File: src/rtl/pipelined_addsub_if.sv
// Handshake and data bundle for the pipelined adder/subtractor.
// The slave side is the arithmetic block; the master side issues operations and takes results.
interface pipelined_addsub_if #(
    parameter int unsigned WIDTH = 32,
    parameter int unsigned TAG_W = 4
);
    logic             in_valid;
    logic             in_ready;
    logic [WIDTH-1:0] in_a;
    logic [WIDTH-1:0] in_b;
    logic             in_sub;
    logic [TAG_W-1:0] in_tag;

    logic             out_valid;
    logic             out_ready;
    logic [WIDTH-1:0] out_result;
    logic             out_cout;
    logic             out_ovf;
    logic             out_ne;
    logic             out_lt;
    logic [TAG_W-1:0] out_tag;

    modport master (
        output in_valid, in_a, in_b, in_sub, in_tag, out_ready,
        input  in_ready, out_valid, out_result, out_cout, out_ovf, out_ne, out_lt, out_tag
    );

    modport slave (
        input  in_valid, in_a, in_b, in_sub, in_tag, out_ready,
        output in_ready, out_valid, out_result, out_cout, out_ovf, out_ne, out_lt, out_tag
    );
endinterface

File: src/rtl/pipelined_addsub.sv
// Pipelined WIDTH-bit adder/subtractor: one CHUNK-bit slice per stage, carry registered between
// stages, valid/ready handshake with a single global advance enable (bubbles are not collapsed).
// The last stage register doubles as the output register and carries the compare flags.
module pipelined_addsub #(
    parameter int unsigned WIDTH = 32,
    parameter int unsigned CHUNK = 8,
    parameter int unsigned TAG_W = 4
) (
    input logic          clock,
    input logic          reset,
    pipelined_addsub_if.slave bus
);
    localparam int unsigned STAGES = WIDTH / CHUNK;
    localparam int unsigned LAST   = STAGES - 1;

    // Stage registers. Operands shift right by CHUNK each stage so the live slice is always at
    // bit 0; result slices enter from the top so slice 0 lands at bit 0 after the last stage.
    logic             valid_q [STAGES];
    logic [WIDTH-1:0] res_q   [STAGES];
    logic [WIDTH-1:0] a_q     [STAGES];
    logic [WIDTH-1:0] b_q     [STAGES];
    logic             carry_q [STAGES];
    logic [TAG_W-1:0] tag_q   [STAGES];
    logic             ovf_q;
    logic             ne_q;
    logic             lt_q;

    // Per-stage inputs (previous stage register, or the new operation for stage 0).
    logic             src_valid [STAGES];
    logic [WIDTH-1:0] src_res   [STAGES];
    logic [WIDTH-1:0] src_a     [STAGES];
    logic [WIDTH-1:0] src_b     [STAGES];
    logic             src_carry [STAGES];
    logic [TAG_W-1:0] src_tag   [STAGES];

    logic [CHUNK:0]       sum     [STAGES];
    logic [WIDTH+CHUNK-1:0] res_cat [STAGES];
    logic [WIDTH-1:0]     res_d   [STAGES];

    logic en;
    logic carry_msb;
    logic ovf_d;
    logic ne_d;
    logic lt_d;

    assign en = !valid_q[LAST] || bus.out_ready;

    // Select each stage's source: new operation for stage 0, previous register otherwise.
    always_comb begin
        src_valid[0] = bus.in_valid && en;
        src_res[0]   = '0;
        src_a[0]     = bus.in_a;
        src_b[0]     = bus.in_sub ? ~bus.in_b : bus.in_b;
        src_carry[0] = bus.in_sub;
        src_tag[0]   = bus.in_tag;
        for (int unsigned k = 1; k < STAGES; k++) begin
            src_valid[k] = valid_q[k-1];
            src_res[k]   = res_q[k-1];
            src_a[k]     = a_q[k-1];
            src_b[k]     = b_q[k-1];
            src_carry[k] = carry_q[k-1];
            src_tag[k]   = tag_q[k-1];
        end
    end

    // Slice adders and the result shift for every stage.
    always_comb begin
        for (int unsigned k = 0; k < STAGES; k++) begin
            sum[k] = {1'b0, src_a[k][CHUNK-1:0]} + {1'b0, src_b[k][CHUNK-1:0]}
                   + {{CHUNK{1'b0}}, src_carry[k]};
            res_cat[k] = {sum[k][CHUNK-1:0], src_res[k]};
            res_d[k]   = res_cat[k][WIDTH+CHUNK-1:CHUNK];
        end
    end

    // Flags from the final stage; carry into the MSB recovered from the MSB sum bit.
    always_comb begin
        carry_msb = sum[LAST][CHUNK-1] ^ src_a[LAST][CHUNK-1] ^ src_b[LAST][CHUNK-1];
        ovf_d     = carry_msb ^ sum[LAST][CHUNK];
        ne_d      = |res_d[LAST];
        lt_d      = res_d[LAST][WIDTH-1] ^ ovf_d;
    end

    // Pipeline advance: everything shifts together on en, holds otherwise.
    always_ff @(posedge clock) begin
        if (reset) begin
            for (int unsigned k = 0; k < STAGES; k++) begin
                valid_q[k] <= 1'b0;
                res_q[k]   <= '0;
                a_q[k]     <= '0;
                b_q[k]     <= '0;
                carry_q[k] <= 1'b0;
                tag_q[k]   <= '0;
            end
            ovf_q <= 1'b0;
            ne_q  <= 1'b0;
            lt_q  <= 1'b0;
        end else if (en) begin
            for (int unsigned k = 0; k < STAGES; k++) begin
                valid_q[k] <= src_valid[k];
                res_q[k]   <= res_d[k];
                a_q[k]     <= src_a[k] >> CHUNK;
                b_q[k]     <= src_b[k] >> CHUNK;
                carry_q[k] <= sum[k][CHUNK];
                tag_q[k]   <= src_tag[k];
            end
            ovf_q <= ovf_d;
            ne_q  <= ne_d;
            lt_q  <= lt_d;
        end
    end

    assign bus.in_ready   = en;
    assign bus.out_valid  = valid_q[LAST];
    assign bus.out_result = res_q[LAST];
    assign bus.out_cout   = carry_q[LAST];
    assign bus.out_ovf    = ovf_q;
    assign bus.out_ne     = ne_q;
    assign bus.out_lt     = lt_q;
    assign bus.out_tag    = tag_q[LAST];
endmodule
File: src/flat_wrapper.sv
// flat-port wrapper written by rule: the top's interface ports become plain ports
module pipelined_addsub_flat 
#(
    parameter int unsigned WIDTH = 32,
    parameter int unsigned CHUNK = 8,
    parameter int unsigned TAG_W = 4
)
  (clock, reset, bus_in_valid, bus_in_a, bus_in_b, bus_in_sub, bus_in_tag, bus_out_ready, bus_in_ready, bus_out_valid, bus_out_result, bus_out_cout, bus_out_ovf, bus_out_ne, bus_out_lt, bus_out_tag);
  pipelined_addsub_if #(.WIDTH(WIDTH), .TAG_W(TAG_W)) bus_i ();
  input logic clock;
  input logic reset;
  input wire logic [$bits(bus_i.in_valid)-1:0] bus_in_valid;
  input wire logic [$bits(bus_i.in_a)-1:0] bus_in_a;
  input wire logic [$bits(bus_i.in_b)-1:0] bus_in_b;
  input wire logic [$bits(bus_i.in_sub)-1:0] bus_in_sub;
  input wire logic [$bits(bus_i.in_tag)-1:0] bus_in_tag;
  input wire logic [$bits(bus_i.out_ready)-1:0] bus_out_ready;
  output wire logic [$bits(bus_i.in_ready)-1:0] bus_in_ready;
  output wire logic [$bits(bus_i.out_valid)-1:0] bus_out_valid;
  output wire logic [$bits(bus_i.out_result)-1:0] bus_out_result;
  output wire logic [$bits(bus_i.out_cout)-1:0] bus_out_cout;
  output wire logic [$bits(bus_i.out_ovf)-1:0] bus_out_ovf;
  output wire logic [$bits(bus_i.out_ne)-1:0] bus_out_ne;
  output wire logic [$bits(bus_i.out_lt)-1:0] bus_out_lt;
  output wire logic [$bits(bus_i.out_tag)-1:0] bus_out_tag;
  assign bus_i.in_valid = bus_in_valid;
  assign bus_i.in_a = bus_in_a;
  assign bus_i.in_b = bus_in_b;
  assign bus_i.in_sub = bus_in_sub;
  assign bus_i.in_tag = bus_in_tag;
  assign bus_i.out_ready = bus_out_ready;
  assign bus_in_ready = bus_i.in_ready;
  assign bus_out_valid = bus_i.out_valid;
  assign bus_out_result = bus_i.out_result;
  assign bus_out_cout = bus_i.out_cout;
  assign bus_out_ovf = bus_i.out_ovf;
  assign bus_out_ne = bus_i.out_ne;
  assign bus_out_lt = bus_i.out_lt;
  assign bus_out_tag = bus_i.out_tag;
  pipelined_addsub #(.WIDTH(WIDTH), .CHUNK(CHUNK), .TAG_W(TAG_W)) u_core (.clock(clock), .reset(reset), .bus(bus_i));
endmodule
File: config.mk
export PLATFORM = sky130hd
export DESIGN_NAME = pipelined_addsub_flat
export DESIGN_NICKNAME = d
export VERILOG_FILES = /design/src/rtl/pipelined_addsub_if.sv /design/src/rtl/pipelined_addsub.sv /design/src/flat_wrapper.sv
export SDC_FILE = /design/constraint.sdc
export NUM_CORES = 1
export LEC_CHECK = 0
export BUFFER_PORTS_ARGS = -buffer_cell sky130_fd_sc_hd__buf_2
export CORE_MARGIN = 5
export CORE_UTILIZATION = 30
export DETAILED_ROUTE_END_ITERATION = 8
export SKIP_LAST_GASP = 1
export SLEW_MARGIN = 20
export SYNTH_ARGS = -nofsm -noshare
export SYNTH_HDL_FRONTEND = slang
export SYNTH_SLANG_ARGS = --single-unit
File: constraint.sdc
create_clock -name clock -period 9.1 [get_ports clock]
set_input_delay 1.82 -clock clock [delete_from_list [all_inputs] [get_ports clock]]
set_output_delay 1.82 -clock clock [all_outputs]
set_load 0.1 [all_outputs]
==> metrics.md, run 1 <==
| Metric | Value |
|---|---|
| Status | completed |
| Cell Rows | 63 |
| Mapped Nets | ~750 |
| Pin count of the biggest net entering global routing | 96 |
| Drt initial violations | about 220 |
| Routed Wire Length | between 15 and 20 mm |
| Resized Gates After CTS | 0 |
| Hold-fix buffers, CTS | 0 |
| Core area | just under 30000 µm² |
| Sw Pwr | 0.000565 W |
| Layout area overhead | 20.8% |
| Crit end category | output pin |
| Share of the synthesized area in the top cell type | between 60% and 70% |
| Fmax | between 0.2 and 0.25 GHz |
| Initial antenna violation count | 0 |
| Sum Neg Setup Slack | 0 ns |
| Req. time, crit path | approximately 7.3 ns |
| Fraction of layout cells with a size suffix above 1 | between 20 and 25% |
| Synth Area per Inst | around 14 µm² |
| Final hold vios | 0 |
| I/O pin count | around 120 |
| Peak VDD IR | about 0.15 mV |
| Crit-path max FO | 7 |
| RSZ-0062 raised after global routing | no |
| Crit-path max cell delay | 0.34 ns |
| Die W | 183 µm |
| Number of setup buffers added after CTS | 0 |
| Clock share of power | 41.9% |
| Syn Inst Count | 637 |
| Initial Util | between 30% and 40% |
| Top delay family on crit path | buffers and inverters |
| Int Power | approximately 0.0018 W |
| Post-synth ARST share | 0% |
| Post-route DRC violation count | 0 |
| Clock skew | 0.0181 ns |
| Setup violators final | 0 |
| CTS tree | yes |
| Synth Cell Area | around 8900 µm² |
| Cell taking the most area after synthesis | edfxtp_1 |
| GPL Wtd Cong | approximately 0.8 |
| Antenna Nets Post-Route | 0 |
| CP dominant cell by count | buf_2 |
| Die area | between 30000 and 40000 µm² |
| Worst-Skew Late Latency | slightly above 0.5 ns |
| Synth Flop Type | edfxtp_1 |
| Wirelength per Cell | between 10 and 15 µm |
| Worst-margin pin slew | 1.04 ns |
| CTS Buf Count | 24 |
| Detailed-route via count | 4750 |
| Post-synth cell types | 44 |
| Max Cap Viol | 0 |
| Port bufs | 114 |
| GRT overflow | 0 |
| Hold WS | 0.496 ns |
| Comb pwr share | around 11% |
| Seq cells post-synth | just over 200 |
| Worst hold-check path type | reg2reg |
| H-tree depth | 1 |
| Flip-flop and latch area | roughly 6100 µm² |
| Clock sink count | around 200 |
| # nets final | 865 |
| Vias/cell | between 4 and 5 |
| Startpoint types | input pin |
| Critical path type | in2out |
| Final slew viol count | 0 |
| CTS max path bufs | 3 |
| Final period utilization | approximately half |
| Area of the multi-input gates | ~2700 µm² |
| Diodes inserted | 0 |
| Cell Pwr Density | about 220 nW/µm² |
| CTS root buffer | clkbuf_16 |
| Worst setup margin | around 4.5 ns |
| Seq pwr share | about 47% |
| Pleak | about 4.6 nW |
| Worst Path Buf+Inv | 3 |
| Pre-antenna DRT Iters | 4 |
| First-pass GRT wire length | roughly 26 mm |
| CP arrival | between 2 and 3 ns |
| Number of global-route vias before repair | between 4k and 5k |
| Period minus WS final | roughly 4.6 ns |
| Headroom to the max-slew limit | ~30% |
| Hpwl dp | 10.5 mm |
| Worst slack, placed | about 4.5 ns |
| Aggregate global-route resource usage | 9.57% |
| Switch share | around a quarter |
| Reg clk slew, reported paths | roughly 0.060 ns |
| Sequential cell area fraction in the yosys report | 67.8% |
| Worst-path cell chain | buf_2 -> nor2b_2 -> inv_1 -> buf_2 |
| CP max-delay cell | buf_2 |
| Fillers | approximately 2.9k |
| Largest cells by area after synthesis | edfxtp_1 67%, and2_1 10%, ha_1 3.9% |
| Die Y | ~180 µm |
| Synth warn | 0 |
| Post-synth EDFFs | 200 |
## final cells by class
class	count	area share [%]
Sequential cell	203	56.1
Multi-Input combinational cell	391	25.3
Clock buffer	27	5.86
Timing Repair Buffer	120	5.73
Tap cell	390	4.52
Clock inverter	17	1.84
Inverter	17	0.591
## power groups by stage
stage | Combinational, W | Clock [W] | Sequential [W]
after floorplan | 0.000122 | 0 | 0.00121
after global placement | 0.000258 | 0 | 0.00114
after detailed placement | 0.000261 | 0 | 0.00114
after CTS | 0.000262 | 0.00102 | 0.00112
after global routing | 0.000284 | 0.00107 | 0.00113
final | 0.000257 | 0.000991 | 0.00112
## cells by family (layout without fill, tap and decap cells)
logic type | Yosys count | in the layout | share of synthesized area (%)
muxes | 1 | 1 | 0.126
buffers and inverters | 43 | 181 | 1.80
DFF | 203 | 203 | 67.8
adders and majority gates | 35 | 35 | 5.48
and+or+nand+nor | 260 | 260 | 16.3
AOI/OAI and AO/OA | 44 | 44 | 3.44
xor gates and xnor gates | 51 | 51 | 5.08
## cells in the final DEF (no fill, tap or decap), types with 4 or more instances in the layout
master     instances
fa_1               7
ha_1              28
bufinv_16          4
o21ai_0           12
nor3_1             9
a21o_1             4
nor2_1            62
inv_1             17
nor2b_1           11
buf_2            114
xor2_1            10
clkbuf_16         25
and2_1           144
a211oi_1           4
nor4_1             5
buf_4              5
edfxtp_1         200
a21oi_1            9
clkinv_1           4
nand2_1            6
xnor2_1           40
nand2b_1           5
## synth_stat cells, types with 3 or more instances
master,instances
inv_1,17
nand2b_1,7
nor2_1,63
clkbuf_1,25
a211oi_1,4
ha_1,28
o21ai_0,12
nand2_1,6
fa_1,7
o21a_1,3
nor2b_1,11
nand4_1,3
xnor2_1,40
a21o_1,4
xor2_1,10
a21oi_1,9
nor3_1,9
nor4_1,5
edfxtp_1,200
dfxtp_1,3
and2_1,144
## metrics by stage
step           utilization, %  total power, W  area (µm²)  std cells
6_report                 36.6         0.00237       10800       1165
5_1_grt                  36.6         0.00249       10800       1165
4_1_cts                  36.5         0.00241       10800       1165
3_5_place_dp             33.7         0.00140        9970       1121
3_3_place_gp             33.7         0.00140        9970       1121
2_1_floorplan               -         0.00133        8950        637
## layer usage
metal / up-vias / GRT usage, % / share of wire (%)
met2: 106 / 14.5 / 44
met4: 0 / 3.00 / 2.0
met1: 2153 / 13.7 / 48
li1: 2468 / - / -
met5: - / 0 / 0
met3: 23 / 2.11 / 5.7
## worst min-delay path, cell delays in order, from the launching register on
cell     delay [ns]
dfxtp_1        0.30
nor2_1         0.10
nor3b_1        0.05
## sequential cells by signal (all words and copies together) (netlist names)
name / flops
u_core.res_q: 80
u_core.a_q: 48
u_core.b_q: 48
u_core.tag_q: 16
u_core.carry_q: 4
u_core.valid_q: 4
u_core.bus.out_lt: 1
u_core.bus.out_ne: 1
u_core.bus.out_ovf: 1
## worst paths after layout
path / start / endpoint / slack [ns] / depth (start not counted)
hold / removal: u_core.bus.out_ne / u_core.bus.out_ne / 0.50 / 2
hold reg to reg: u_core.bus.out_ne / u_core.bus.out_ne / 0.50 / 2
setup / recovery: bus_out_ready / bus_in_ready / 4.54 / 4
setup reg to reg: u_core.a_q[0][48] / u_core.bus.out_ovf / 6.38 / 10
Power figures use the tool's default switching activity.
==> inputs of run 2 (changes only) <==
--- a/config.mk
+++ b/config.mk
@@ -5,6 +5,7 @@
 export SDC_FILE = /design/constraint.sdc
 export NUM_CORES = 1
 export LEC_CHECK = 0
+export ABC_AREA = 1
 export BUFFER_PORTS_ARGS = -buffer_cell sky130_fd_sc_hd__buf_2
 export CORE_MARGIN = 5
 export CORE_UTILIZATION = 30
==> constraint.sdc (replaced) <==
create_clock -name clock -period 3.9 [get_ports clock]
set_input_delay 0.78 -clock clock [delete_from_list [all_inputs] [get_ports clock]]
set_output_delay 0.78 -clock clock [all_outputs]
set_load 0.1 [all_outputs]
==> metrics.md, run 2 <==
| Metric | Value |
|---|---|
| Synth warn | 0 (unchanged) |
| Worst Path Buf+Inv | 3 (unchanged) |
| Post-synth cell types | 29 (-34%) |
| GRT overflow | 0 (unchanged) |
| I/O pin count | 115 (unchanged) |
| Compound-cell area share of the yosys netlist | 3.70% (+0.26 points) |
| Fmax | roughly 0.41 GHz |
| Sequential cell area fraction in the yosys report | 64.3% (-3.5 points) |
| Pre-antenna DRT Iters | 4 (unchanged) |
| Synth Area in Simple Gates | 14.2% (-2.0 points) |
| Synth Flop Type | edfxtp_1 |
| Wirelength per Cell | 11.9 µm (-12%) |
| Peak VDD IR | 0.262 mV (+78%) |
| H-tree depth | 1 (unchanged) |
| Largest registers | u_core.res_q (80), u_core.a_q (48), u_core.b_q (48) |
| Top delay family on crit path | buffers and inverters |
| Setup violators final | 0 (unchanged) |
| Max reg flops | 80 (unchanged) |
| Post-route DRC violation count | 0 (unchanged) |
| Final period utilization | between 60 and 70% |
| Vias/cell | 4.03 (-1.2%) |
| Drt initial violations | 313 (+45%) |
| CTS Buf Count | 23 (-4.2%) |
| Sum Neg Setup Slack | 0 ns (unchanged) |
| Worst slack, placed | 0.957 ns (-3.58 ns) |
| Most frequent cells in the layout | 207 x nor2_1, 200 x edfxtp_1, 195 x inv_1 |
| XOR/XNOR share of the synthesized area | 2.97% (-2.1 points) |
| Headroom to the max-slew limit | 34.8% (+4.0 points) |
| Number of setup buffers added after CTS | 0 (unchanged) |
| Diodes inserted | 0 (unchanged) |
| Final slew viol count | 0 (unchanged) |
| Port bufs | 114 (unchanged) |
| Crit-path max cell delay | 0.75 ns (+0.41 ns) |
| Initial antenna violation count | 0 (unchanged) |
| Post-synthesis mux area share | 0% (-0.13 points) |
| Aggregate global-route resource usage | 9.47% (-0.10 points) |
| Worst R2R Start | u_core.valid_q[0][3] |
| Syn Inst Count | 888 (+39%) |
| Number of global-route vias before repair | 5738 (+16%) |
| First-pass GRT wire length | 27.7 mm (+6.7%) |
| Routed Wire Length | 17.0 mm (+7.2%) |
| Hold path startpoint | u_core.bus.out_lt |
| Utilization after layout | 35.7% (-0.87 points) |
| Hpwl dp | 11.4 mm (+8.4%) |
| Req. time, crit path | 4.25 ns (-3.03 ns) |
| Pleak | 5.12 nW (+12%) |
| CP max-delay cell | nor2_2 |
| Layout area overhead | 18.5% |
| Mapped Nets | 996 (+34%) |
| Worst setup margin | 1.45 ns (-3.09 ns) |
| Startpoint types | register |
| Commonest non-fill, non-tap cell in the layout | nor2_1 |
| Share of the synthesized area in the top cell type | 63.7% (-3.5 points) |
| Count leader, synth | nor2_1 |
| Fraction of layout cells with a size suffix above 1 | 16.6% (-5.4 points) |
| Largest family of logic cells by synthesized area | simple AND/OR/NAND/NOR gates |
| Post-synth ARST share | 0% (unchanged) |
| Clock skew | 0.0126 ns (-0.00549 ns) |
| Initial Util | 30.1% (-0.14 points) |
| Detailed-route via count | 5735 (+21%) |
| Post-synthesis adder-cell area fraction | 5.20% (-0.28 points) |
| Crit end category | register |
| Die area | 35100 µm² (+5.1%) |
| Die W | 187 µm (+2.5%) |
| CTS tree | yes |
| Worst-margin pin slew | 0.976 ns (-0.0618 ns) |
| Synth Cell Area | 9430 µm² (+5.4%) |
| Period minus WS final | 2.45 ns |
| Synth Area per Inst | 10.6 µm² (-24%) |
| Reg clk slew, reported paths | 0.06 ns (about the same) |
| Antenna Nets Post-Route | 0 (unchanged) |
| # nets final | 1115 (+29%) |
| Hold-fix buffers, CTS | 0 (unchanged) |
| Setup crit start | u_core.valid_q[0][3] |
| Die Y | 187 µm (+2.5%) |
| Final hold vios | 0 (unchanged) |
| Pin count of the biggest net entering global routing | 119 (+24%) |
| Largest cells by area after synthesis | edfxtp_1 64%, nor2_1 8.2%, inv_1 7.8% |
| CP dominant cell by count | nor2_2 |
| Worst-path cell chain | inv_1 -> nor2_2 -> nor2_2 -> inv_6 -> buf_4 -> a21oi_1 |
| Crit-path max FO | 84 (+77) |
| CTS root buffer | clkbuf_16 |
| Status | completed |
| Worst hold-check path type | reg2reg |
| Worst-Skew Late Latency | 0.50 ns (about the same) |
| Cell Rows | 65 (+3.2%) |
| Clock sink count | 203 (unchanged) |
| Post-synth top cells | 207 x nor2_1, 200 x edfxtp_1, 195 x inv_1 |
| CP arrival | 2.80 ns (+0.06 ns) |
| Critical path type | reg2reg |
| GPL Wtd Cong | 0.775 (-0.74%) |
| Largest Register | u_core.res_q |
| Resized Gates After CTS | 0 (unchanged) |
| Seq cells post-synth | 203 (unchanged) |
| Cell taking the most area after synthesis | edfxtp_1 |
| Cell Pwr Density | 491 nW/µm² (+120%) |
| Post-synth EDFFs | 200 (unchanged) |
| Core area | 31300 µm² (+5.9%) |
| CTS max path bufs | 3 (unchanged) |
| RSZ-0062 raised after global routing | no |
| Max Cap Viol | 0 (unchanged) |
run 2: logic make-up after synthesis:
kind of cell / count (synthesis)
flip-flops: 203
AND/OR/NAND/NOR: 334
AO/OA/AOI/OAI: 61
XOR/XNOR: 32
adder cells (fa/ha/maj): 35
buffers and inverters: 223
run 2: final cells by class:
cell class / instances / area, µm²
multi-input combinational: 462 / 2480
clock buffer: 26 / 587
sequential: 203 / 6070
fill: 3138 / 20100
clock inverter: 14 / 155
timing repair buffer: 120 / 641
tap: 402 / 503
inverter: 197 / 744
run 2: report_power, final:
part           leakage [nW]  internal [W]  total (W)  switching (W)
clock                 0.358       0.00128    0.00212       0.000844
sequential             2.40       0.00258    0.00263      0.0000532
combinational          2.36      0.000205   0.000724       0.000519
total                  5.12       0.00407    0.00548        0.00142
run 2: path summary, 6_finish.rpt:
kind	slack (ns)	end	cells after the start
worst min-delay path	0.49	u_core.bus.out_lt	2
worst max-delay path	1.45	u_core.carry_q[1]	6
worst min register to register	0.49	u_core.bus.out_lt	2
worst max register to register	1.45	u_core.carry_q[1]	6
run 2: through the flow:
stage | hold WS (ns) | power, W | instances | instance area [µm²]
after floorplan | 0.519 | 0.00324 | 888 | 9440
after global placement | 0.471 | 0.00340 | 1384 | 10400
after detailed placement | 0.477 | 0.00341 | 1384 | 10400
after CTS | 0.493 | 0.00555 | 1424 | 11200
after global routing | 0.500 | 0.00575 | 1424 | 11200
final | 0.490 | 0.00548 | 1424 | 11200
run 2: metal layers:
| metal | track usage [%] | share of wire (%) |
|---|---|---|
| met3 | 2.13 | 5.0 |
| met4 | 2.90 | 2.2 |
| met2 | 15.6 | 46 |
| met1 | 12.6 | 47 |
| met5 | 0 | 0 |
run 2: worst reg2reg max path: stages (launching register included):
cell	delay, ns
edfxtp_1	0.39
inv_1	0.08
nor2_2	0.09
nor2_2	0.76
inv_6	0.45
buf_4	0.40
a21oi_1	0.14
==> inputs of run 3 (changes only) <==
==> constraint.sdc (replaced) <==
create_clock -name clock -period 2.3 [get_ports clock]
set_input_delay 0.46 -clock clock [delete_from_list [all_inputs] [get_ports clock]]
set_output_delay 0.46 -clock clock [all_outputs]
set_load 0.1 [all_outputs]
==> metrics.md, run 3 (synthesis results as in run 2) <==
| Metric | Value |
|---|---|
| Status | completed |
| H-tree depth | 1 (unchanged) |
| Fmax | about 0.47 GHz |
| Crit end category | output pin |
| GRT overflow | 0 (unchanged) |
| Worst R2R Start | u_core.carry_q[2] |
| Critical path type | reg2out |
| Worst r2r path cells | 10 (+4) |
| Post-route DRC violation count | 0 (unchanged) |
| CTS root buffer | clkbuf_16 |
| First-pass GRT wire length | 28.1 mm (+1.4%) |
| Final period utilization | between 90 and 100% |
| Grt met3 use | 1.98% (-0.15 points) |
| I/O pin count | 115 (unchanged) |
| Most frequent cells in the layout | 206 x nor2_1, 200 x edfxtp_1, 194 x inv_1 |
| Max Cap Viol | 0 (unchanged) |
| Worst hold-check path type | in2reg |
| Layout area overhead | 19.7% |
| Vias/cell | 4.08 (+1.4%) |
| Placed instance area | 10500 µm² (+0.79%) |
| RSZ-0062 raised after global routing | yes |
| CP arrival | 1.66 ns (-1.14 ns) |
| Reg clk slew, reported paths | 0.06 ns (about the same) |
| Pin count of the biggest net entering global routing | 70 (-41%) |
| CTS Buf Count | 24 (+4.3%) |
| Port bufs | 114 (unchanged) |
| CTS max path bufs | 3 (unchanged) |
| GR Util met2 | 16.8% (+1.2 points) |
| Final hold vios | 0 (unchanged) |
| Core area | 31300 µm² (unchanged) |
| Peak VDD IR | 0.397 mV (+51%) |
| Pleak | 5.16 nW (+0.80%) |
| Commonest non-fill, non-tap cell in the layout | nor2_1 |
| Detailed-route via count | 5858 (+2.1%) |
| Met1 Use GR | 12.0% (-0.59 points) |
| R2r setup slk | 0.19 ns (-1.26 ns) |
| Hold path depth | 3 (+1) |
| Number of setup buffers added after CTS | 0 (unchanged) |
| Worst-Skew Late Latency | 0.51 ns (about the same) |
| Cell Pwr Density | 821 nW/µm² (+67%) |
| Period minus WS final | between 2 and 2.5 ns |
| Cell Rows | 65 (unchanged) |
| Hold path startpoint | bus_in_a[27] |
| Routed Wire Length | 17.1 mm (+1.1%) |
| # nets final | 1123 (+0.72%) |
| Largest registers | u_core.res_q (80), u_core.a_q (48), u_core.b_q (48) |
| Sum Neg Setup Slack | 0 ns (unchanged) |
| Aggregate global-route resource usage | 9.64% (+0.17 points) |
| CTS tree | yes |
| Drt initial violations | 327 (+4.5%) |
| Max reg flops | 80 (unchanged) |
| Fraction of layout cells with a size suffix above 1 | 17.8% (+1.2 points) |
| Wirelength per Cell | 11.9 µm (+0.35%) |
| Utilization after layout | 36.0% (+0.36 points) |
| Crit-path max FO | 5 (-94%) |
| Req. time, crit path | 1.84 ns (-2.41 ns) |
| Reg-to-reg endpoint | u_core.bus.out_ne |
| Die area | 35100 µm² (unchanged) |
| Worst-margin pin slew | 0.552 ns (-0.425 ns) |
| Headroom to the max-slew limit | 63.5% (+29 points) |
| Antenna Nets Post-Route | 0 (unchanged) |
| Clock skew | 0.00792 ns (-0.00466 ns) |
| Pre-antenna DRT Iters | 4 (unchanged) |
| Gr busiest metal | met2 |
| Hold-fix buffers, CTS | 0 (unchanged) |
| Initial antenna violation count | 1 (+1) |
| Finished Cell Area | 11300 µm² (+1.0%) |
| Startpoint types | register |
| Largest Register | u_core.res_q |
| Number of global-route vias before repair | 5735 (-0.052%) |
| GPL Wtd Cong | 0.788 (+1.6%) |
| Die Y | 187 µm (unchanged) |
| Final slew viol count | 0 (unchanged) |
| Die W | 187 µm (unchanged) |
| Initial Util | 30.1% (unchanged) |
| Worst Hold Path EP | u_core.a_q[0][19] |
| Clock sink count | 203 (unchanged) |
| Hpwl dp | 11.9 mm (+4.5%) |
| Setup violators final | 0 (unchanged) |
[run 3: per-layer routing]
layer | part of all wire [%] | vias to the layer above
li1 | - | 3062
met1 | 44 | 2649
met2 | 48 | 113
met3 | 5.1 | 34
met4 | 2.8 | 0
met5 | 0 | -
[run 3: final cells by class]
class	count	area, µm²
multi-input combinational	462	2500
clock buffer	28	637
clock inverter	14	111
fill	3107	20000
tap	402	503
antenna	2	5.00
inverter	197	744
timing repair buffer	127	718
sequential	203	6070
[run 3: worst max-delay path, cell delays in order, from the launching register on]
cell	delay [ns]
edfxtp_1	0.40
inv_2	0.08
nor2_4	0.04
buf_4	0.16
inv_1	0.05
buf_2	0.42
[run 3: repair_timing]
action | in CTS | in global routing
pin swaps | 0 | 3
setup endpoints to repair | 1 | 2
resized for setup | 2 | 4
[run 3: how the worst max path moves through the flow]
stage                              start                  end  slack (ns)  cells past startpoint
floorplan           u_core.valid_q[0][3]     u_core.a_q[0][0]       -0.12                      3
global placement       u_core.carry_q[2]    u_core.bus.out_ne       -0.04                     10
detailed placement     u_core.carry_q[2]    u_core.bus.out_ne       -0.03                     10
CTS                    u_core.carry_q[2]    u_core.bus.out_ne        0.03                     10
global route            u_core.a_q[0][0]  u_core.res_q[1][30]       -0.01                     12
finish              u_core.valid_q[0][3]         bus_in_ready        0.18                      5
[run 3: power by group]
part	leakage [nW]	total, W	switching, W	internal (W)
clock network	0.354	0.00356	0.00147	0.00209
registers	2.40	0.00446	0.0000888	0.00438
logic	2.41	0.00124	0.000886	0.000359
total	5.16	0.00927	0.00244	0.00683
[run 3: per-stage QoR]
| stage | hold WS (ns) | worst slack [ns] | instances | total power, W |
|---|---|---|---|---|
| after global placement | 0.473 | -0.0408 | 1391 | 0.00577 |
| after CTS | 0.221 | 0.0306 | 1433 | 0.00942 |
| after global routing | 0.230 | -0.0145 | 1434 | 0.00976 |
| after detailed placement | 0.489 | -0.0349 | 1391 | 0.00579 |
| after floorplan | 0.519 | -0.119 | 888 | 0.00549 |
| final | 0.247 | 0.183 | 1435 | 0.00927 |
